## config.mk

```make
export PLATFORM = sky130hd
export DESIGN_NAME = serial_frame_receiver
export DESIGN_NICKNAME = d
export VERILOG_FILES = /design/src/rtl/serial_rx_pkg.sv /design/src/rtl/rx_output_buffer.sv /design/src/rtl/serial_frame_receiver.sv
export SDC_FILE = /design/constraint.sdc
export NUM_CORES = 1
export LEC_CHECK = 0
export CAP_MARGIN = 25
export CORE_MARGIN = 8
export CORE_UTILIZATION = 46
export DETAILED_ROUTE_END_ITERATION = 10
export GPL_TIMING_DRIVEN = 0
export PLACE_DENSITY_LB_ADDON = 0.1
export SLEW_MARGIN = 15
export SYNTH_ARGS = -nofsm -noshare
export SYNTH_HDL_FRONTEND = slang
export SYNTH_SLANG_ARGS = --single-unit
```

## constraint.sdc

```tcl
create_clock -name clk -period 1.4 [get_ports clk]
set_clock_uncertainty 0.05 [all_clocks]
set_input_delay 0.28 -clock clk [delete_from_list [all_inputs] [get_ports clk]]
set_output_delay 0.28 -clock clk [all_outputs]
set_load 0.03 [all_outputs]
```

## src/rtl/serial_rx_pkg.sv

```systemverilog
// serial_rx_pkg
// Shared definitions for the serial frame receiver:
//   rx_state_t  - receiver FSM state encoding (IDLE, DATA, PARITY, STOP)
//   START_BIT   - line level of a start bit
//   STOP_BIT    - line level of a valid stop bit
//   IDLE_LEVEL  - line level while no frame is in flight
package serial_rx_pkg;

  typedef enum logic [1:0] {
    IDLE   = 2'd0,
    DATA   = 2'd1,
    PARITY = 2'd2,
    STOP   = 2'd3
  } rx_state_t;

  localparam logic START_BIT  = 1'b0;
  localparam logic STOP_BIT   = 1'b1;
  localparam logic IDLE_LEVEL = 1'b1;

endpackage

```

## src/rtl/rx_output_buffer.sv

```systemverilog
// rx_output_buffer
// Holding register between the frame receiver and the downstream consumer.
// Ports:
//   clk        - clock, rising edge
//   rst        - asynchronous active-low reset
//   load       - one-cycle strobe: a good frame completes this cycle
//   load_data  - payload of that frame
//   bad        - one-cycle strobe: a bad frame completes this cycle
//   out_ready  - downstream accepts data when high
//   data       - held payload
//   data_valid - data holds an unconsumed frame
//   frame_err  - registered copy of bad (one-cycle pulse)
//   overrun    - one-cycle pulse when a good frame is dropped
module rx_output_buffer #(
  parameter int DATA_W = 8
) (
  input  logic              clk,
  input  logic              rst,
  input  logic              load,
  input  logic [DATA_W-1:0] load_data,
  input  logic              bad,
  input  logic              out_ready,
  output logic [DATA_W-1:0] data,
  output logic              data_valid,
  output logic              frame_err,
  output logic              overrun
);

  always_ff @(posedge clk or negedge rst) begin
    if (!rst) begin
      data       <= '0;
      data_valid <= 1'b0;
      frame_err  <= 1'b0;
      overrun    <= 1'b0;
    end else begin
      frame_err <= bad;
      overrun   <= 1'b0;
      if (load) begin
        // A handshake in the same cycle frees the slot, so the new payload
        // replaces the consumed one and valid simply stays high.
        if (!data_valid || out_ready) begin
          data       <= load_data;
          data_valid <= 1'b1;
        end else begin
          overrun <= 1'b1;
        end
      end else if (data_valid && out_ready) begin
        data_valid <= 1'b0;
      end
    end
  end

endmodule

```

## src/rtl/serial_frame_receiver.sv

```systemverilog
// serial_frame_receiver
// Receives frames of: start bit (0), DATA_W data bits LSB first, optional
// even parity bit, stop bit (1). One bit is sampled per clock.
// Optional feature macro: SERIAL_RX_PARITY_EN (adds the PARITY state).
// Ports:
//   clk        - clock, rising edge
//   rst        - asynchronous active-low reset
//   din        - serial bitstream, one bit per clk
//   out_ready  - downstream accepts data when high
//   data       - last accepted frame payload
//   data_valid - data holds an unconsumed frame
//   frame_err  - one-cycle pulse on bad stop bit (or bad parity)
//   overrun    - one-cycle pulse when a good frame is dropped
//   busy       - high whenever the FSM is not IDLE
module serial_frame_receiver
  import serial_rx_pkg::*;
#(
  parameter int DATA_W = 8
) (
  input  logic              clk,
  input  logic              rst,
  input  logic              din,
  input  logic              out_ready,
  output logic [DATA_W-1:0] data,
  output logic              data_valid,
  output logic              frame_err,
  output logic              overrun,
  output logic              busy
);

  localparam int CNT_W = $clog2(DATA_W);
  localparam logic [CNT_W-1:0] LAST_BIT = CNT_W'(DATA_W - 1);

  rx_state_t         state;
  logic [CNT_W-1:0]  bit_cnt;
  logic [DATA_W-1:0] shift;
  logic              frame_ok;
  logic              good_frame;
  logic              bad_frame;

`ifdef SERIAL_RX_PARITY_EN
  logic parity_bad;
`endif

  always_ff @(posedge clk or negedge rst) begin
    if (!rst) begin
      state   <= IDLE;
      bit_cnt <= '0;
      shift   <= '0;
`ifdef SERIAL_RX_PARITY_EN
      parity_bad <= 1'b0;
`endif
    end else begin
      case (state)
        IDLE: begin
          if (din == START_BIT) begin
            state   <= DATA;
            bit_cnt <= '0;
          end
        end
        DATA: begin
          shift[bit_cnt] <= din;
          // Counter stops at the last bit; it is cleared again on the next start.
          if (bit_cnt == LAST_BIT) begin
`ifdef SERIAL_RX_PARITY_EN
            state <= PARITY;
`else
            state <= STOP;
`endif
          end else begin
            bit_cnt <= bit_cnt + CNT_W'(1);
          end
        end
`ifdef SERIAL_RX_PARITY_EN
        PARITY: begin
          // Even parity: the parity bit must equal the XOR of the data bits.
          parity_bad <= (din != ^shift);
          state      <= STOP;
        end
`endif
        STOP: begin
          // Always return to IDLE so a start bit right after the stop bit
          // is picked up without an idle gap.
          state <= IDLE;
        end
        default: state <= IDLE;
      endcase
    end
  end

`ifdef SERIAL_RX_PARITY_EN
  assign frame_ok = (din == STOP_BIT) && !parity_bad;
`else
  assign frame_ok = (din == STOP_BIT);
`endif

  // Stop bit is judged combinationally in the STOP cycle so the buffer
  // registers the outcome on the very edge that samples it.
  assign good_frame = (state == STOP) && frame_ok;
  assign bad_frame  = (state == STOP) && !frame_ok;
  assign busy       = (state != IDLE);

  rx_output_buffer #(
    .DATA_W(DATA_W)
  ) u_output_buffer (
    .clk       (clk),
    .rst       (rst),
    .load      (good_frame),
    .load_data (shift),
    .bad       (bad_frame),
    .out_ready (out_ready),
    .data      (data),
    .data_valid(data_valid),
    .frame_err (frame_err),
    .overrun   (overrun)
  );

endmodule

```

==> results.md <==
* Met3 Use GR at 4.24%
* Vias in the first global route at 719
* CTS tree: done
* Total nets after synthesis at 85
* Place WS at -0.314 ns
* Initial antenna violation count at 0
* Seq cells post-synth at 24
* # IOs at 16
* Final worst slack at -0.0822 ns
* Max-cap viol count at 0
* Layout area overhead at 37.8%
* CTS root buf: clkbuf_4
* Detailed Route WL at 1.99 mm
* GR peak layer: met2
* Largest net degree at the start of global routing at 15
* Cts bufs inserted at 3
* Post-Layout Cell Count at 132
* Rel. slew slack at 65.9%
* Syn Inst Count at 79
* Synth Area in Compound Gates at 5.24%
* Pwr Density at 2450 nW/um^2
* CP endpoint kind: primary output
* Clock power frac at 14.7%
* DRC Markers at 0
* Gpl congestion at 0.757
* Final slew viol count at 0
* Switch Pwr at 0.00127 W
* Post-placement cell count at 123
* Die Wd at 63.3 microns
* Fin Setup TNS at -0.325 ns
* FF-to-FF path depth at 3
* Sw Ratio at 36.6%
* Global-route wire length before repair at 3.37 mm
* Row Count at 17
* Slowest CP cell: dfrtp_2
* Met1 usage at 11.6%
* Via-per-instance ratio at 5.33
* WL/cell at 15.1 microns
* DR iter-0 viols at 12
* HP Class: input port to async pin
* Crit-path max cell delay at 0.46 ns
* Mux share of post-synthesis cell area at 17.5%
* Global Route Usage Sum at 10.4%
* Worst skew pair latency at 0.32 ns
* Post-synth cell types at 21
* Clock Path Buffers at 2
* Layout cells sized above 1 at 51.9%
* Detailed placement HPWL at 1.24 mm
* Combinational share of power at 50.6%
* Unrepaired setup endpoints after global routing: yes
* Crit path cell chain: or2_4 > buf_6
* Worst Max-Slew Pin Slew at 0.511 ns
* # setup viols final at 12
* Largest family of logic cells by synthesized area: multiplexers
* I/O Buffers at 15
* Most frequent cells in the layout: dfrtp_1 (22), mux2_4 (12), clkbuf_2 (7), buf_4 (6), clkdlybuf4s15_2 (5)
* Yosys warns at 0
* CP Max Fanout at 5
* Status: complete, but fails checks
* Adder-Cell Fraction of Synth Area at 2.44%
* Startpoint types: flop
* Worst Path Arrival at 1.15 ns
* Via Count at 704
* Final core occ at 65.2%
* Critical path type: flop to primary output
* DR pass1 iterations at 4
* Sequential Power Share at 34.7%
* Area share of and/or/nand/nor cells after synthesis at 12.7%
* Sequential fraction of the synthesis area at 58.5%
* GR Overflow Total at 0
* Starting Density at 47.3%
* Post-DRT Antenna Nets at 0
* Tcrit/Tclk final at 106%
* Internal at 0.00220 W
* Worst EP required at 1.07 ns
* Worst-path clk slew at 0.14 ns
* Minimum clock period at 1.48 ns
* Area of the core at 2170 sq um
* Synth Cell Area at 1030 sq um
* Worst VDD drop at 1.43 mV
* Clock sinks at 24
* Fin. Hold Viols at 0
* NumNets Final at 111
* XOR/XNOR Fraction of Synth Area at 0%
* Met2 Use GR at 16.5%
* Failing checks: setup timing
* Die Y at 63.3 microns
* Commonest non-fill, non-tap cell in the layout: dfrtp_1
* Die area at 4000 sq um
* Fmax at 675 MHz
* H-tree depth at 1
* Post-Syn Area per Cell at 13.0 sq um
* Static Leak at 0.642 nW
* Antenna cells at 0
-- cells by family (layout without fill, tap and decap cells) --
logic type | after synthesis | after routing
muxes | 16 | 16
DFF | 24 | 24
AOI/OAI and AO/OA | 7 | 7
adders and majority gates | 2 | 2
and+or+nand+nor | 23 | 23
buffers and inverters | 7 | 32
-- metal layers --
metal	wire length [microns]	part of all wire, %
met1	840	42
met2	974	49
met3	124	6.2
met4	47	2.4
met5	0	0
-- area by class of cell --
| type | instances | area [sq um] |
|---|---|---|
| Timing Repair Buffer | 22 | 198 |
| Clock buffer | 3 | 22.5 |
| Fill cell | 168 | 754 |
| Inverter | 2 | 7.51 |
| Clock inverter | 1 | 30.0 |
| Buffer | 4 | 26.3 |
| Sequential cell | 24 | 603 |
| Tap cell | 28 | 35.0 |
| Multi-Input combinational cell | 48 | 493 |
-- power by group through the flow --
stage | Clock (W) | Sequential, W | Combinational [W]
floorplan | 0 | 0.00140 | 0.000782
global placement | 0 | 0.00118 | 0.00142
detailed placement | 0 | 0.00119 | 0.00146
CTS | 0.000516 | 0.00119 | 0.00167
global route | 0.000535 | 0.00125 | 0.00191
finish | 0.000508 | 0.00120 | 0.00175
-- critical path: cells and delay by family (launching register included) --
| kind | cells | cell delay (ns) |
|---|---|---|
| flops | 1 | 0.46 |
| simple gates | 1 | 0.24 |
| buf+inv | 1 | 0.14 |
-- stage by stage --
stage               hold slack, ns  instance area, sq um  total power [W]
detailed placement           0.440                  1230          0.00265
CTS                          0.246                  1390          0.00337
global route                 0.256                  1420          0.00369
global placement             0.435                  1210          0.00260
floorplan                  -0.0656                  1030          0.00218
finish                       0.227                  1420          0.00346
-- synthesized netlist by cell type --
cell        n  area share (%)
dfrtp_1    24              58
mux2_2     16              18
nor2_1      5             1.8
nand2_1     4             1.5
clkbuf_1    3             1.1
nand3b_1    3             2.2
nor3b_1     3             2.2
o2bb2ai_1   3             2.6
a22oi_1     2             1.5
ha_1        2             2.4
inv_1       2            0.73
nand3_1     2            0.97
nor3_1      2            0.97
a21o_1      1            0.73
a21oi_1     1            0.49
buf_4       1            0.73
buf_6       1             1.1
nand2b_1    1            0.61
nor2b_1     1            0.61
nor3b_2     1             1.2
or2_2       1            0.61
-- final timing paths --
path / start / endpoint / slack, ns
setup / recovery: state[0]$_DFFE_PN0P_ / busy / -0.08
hold / removal: rst / u_output_buffer.overrun$_DFF_PN0_ / 0.23
setup reg to reg: state[1]$_DFFE_PN0P_ / shift[3]$_DFFE_PN0P_ / -0.04
hold reg to reg: shift[0]$_DFFE_PN0P_ / u_output_buffer.data[0]$_DFFE_PN0P_ / 0.47
max in group asynchronous: rst / bit_cnt[0]$_DFFE_PN0P_ / 0.59
min in group clk: shift[0]$_DFFE_PN0P_ / u_output_buffer.data[0]$_DFFE_PN0P_ / 0.47
-- flip-flops by register name (all words and copies together) (netlist names) --
name                        flops
u_output_buffer.overrun         1
u_output_buffer.data_valid      1
shift                           8
state                           2
u_output_buffer.data            8
bit_cnt                         3
u_output_buffer.frame_err       1
-- what timing repair did --
item | CTS | global route
resized for setup | 54 | 16
buffers inserted | 4 | 2
endpoints found under the setup margin | 27 | 26
pin swaps | 2 | 3
hold buffers | 0 | 0
Note: power is estimated with default switching activity, not from simulation.
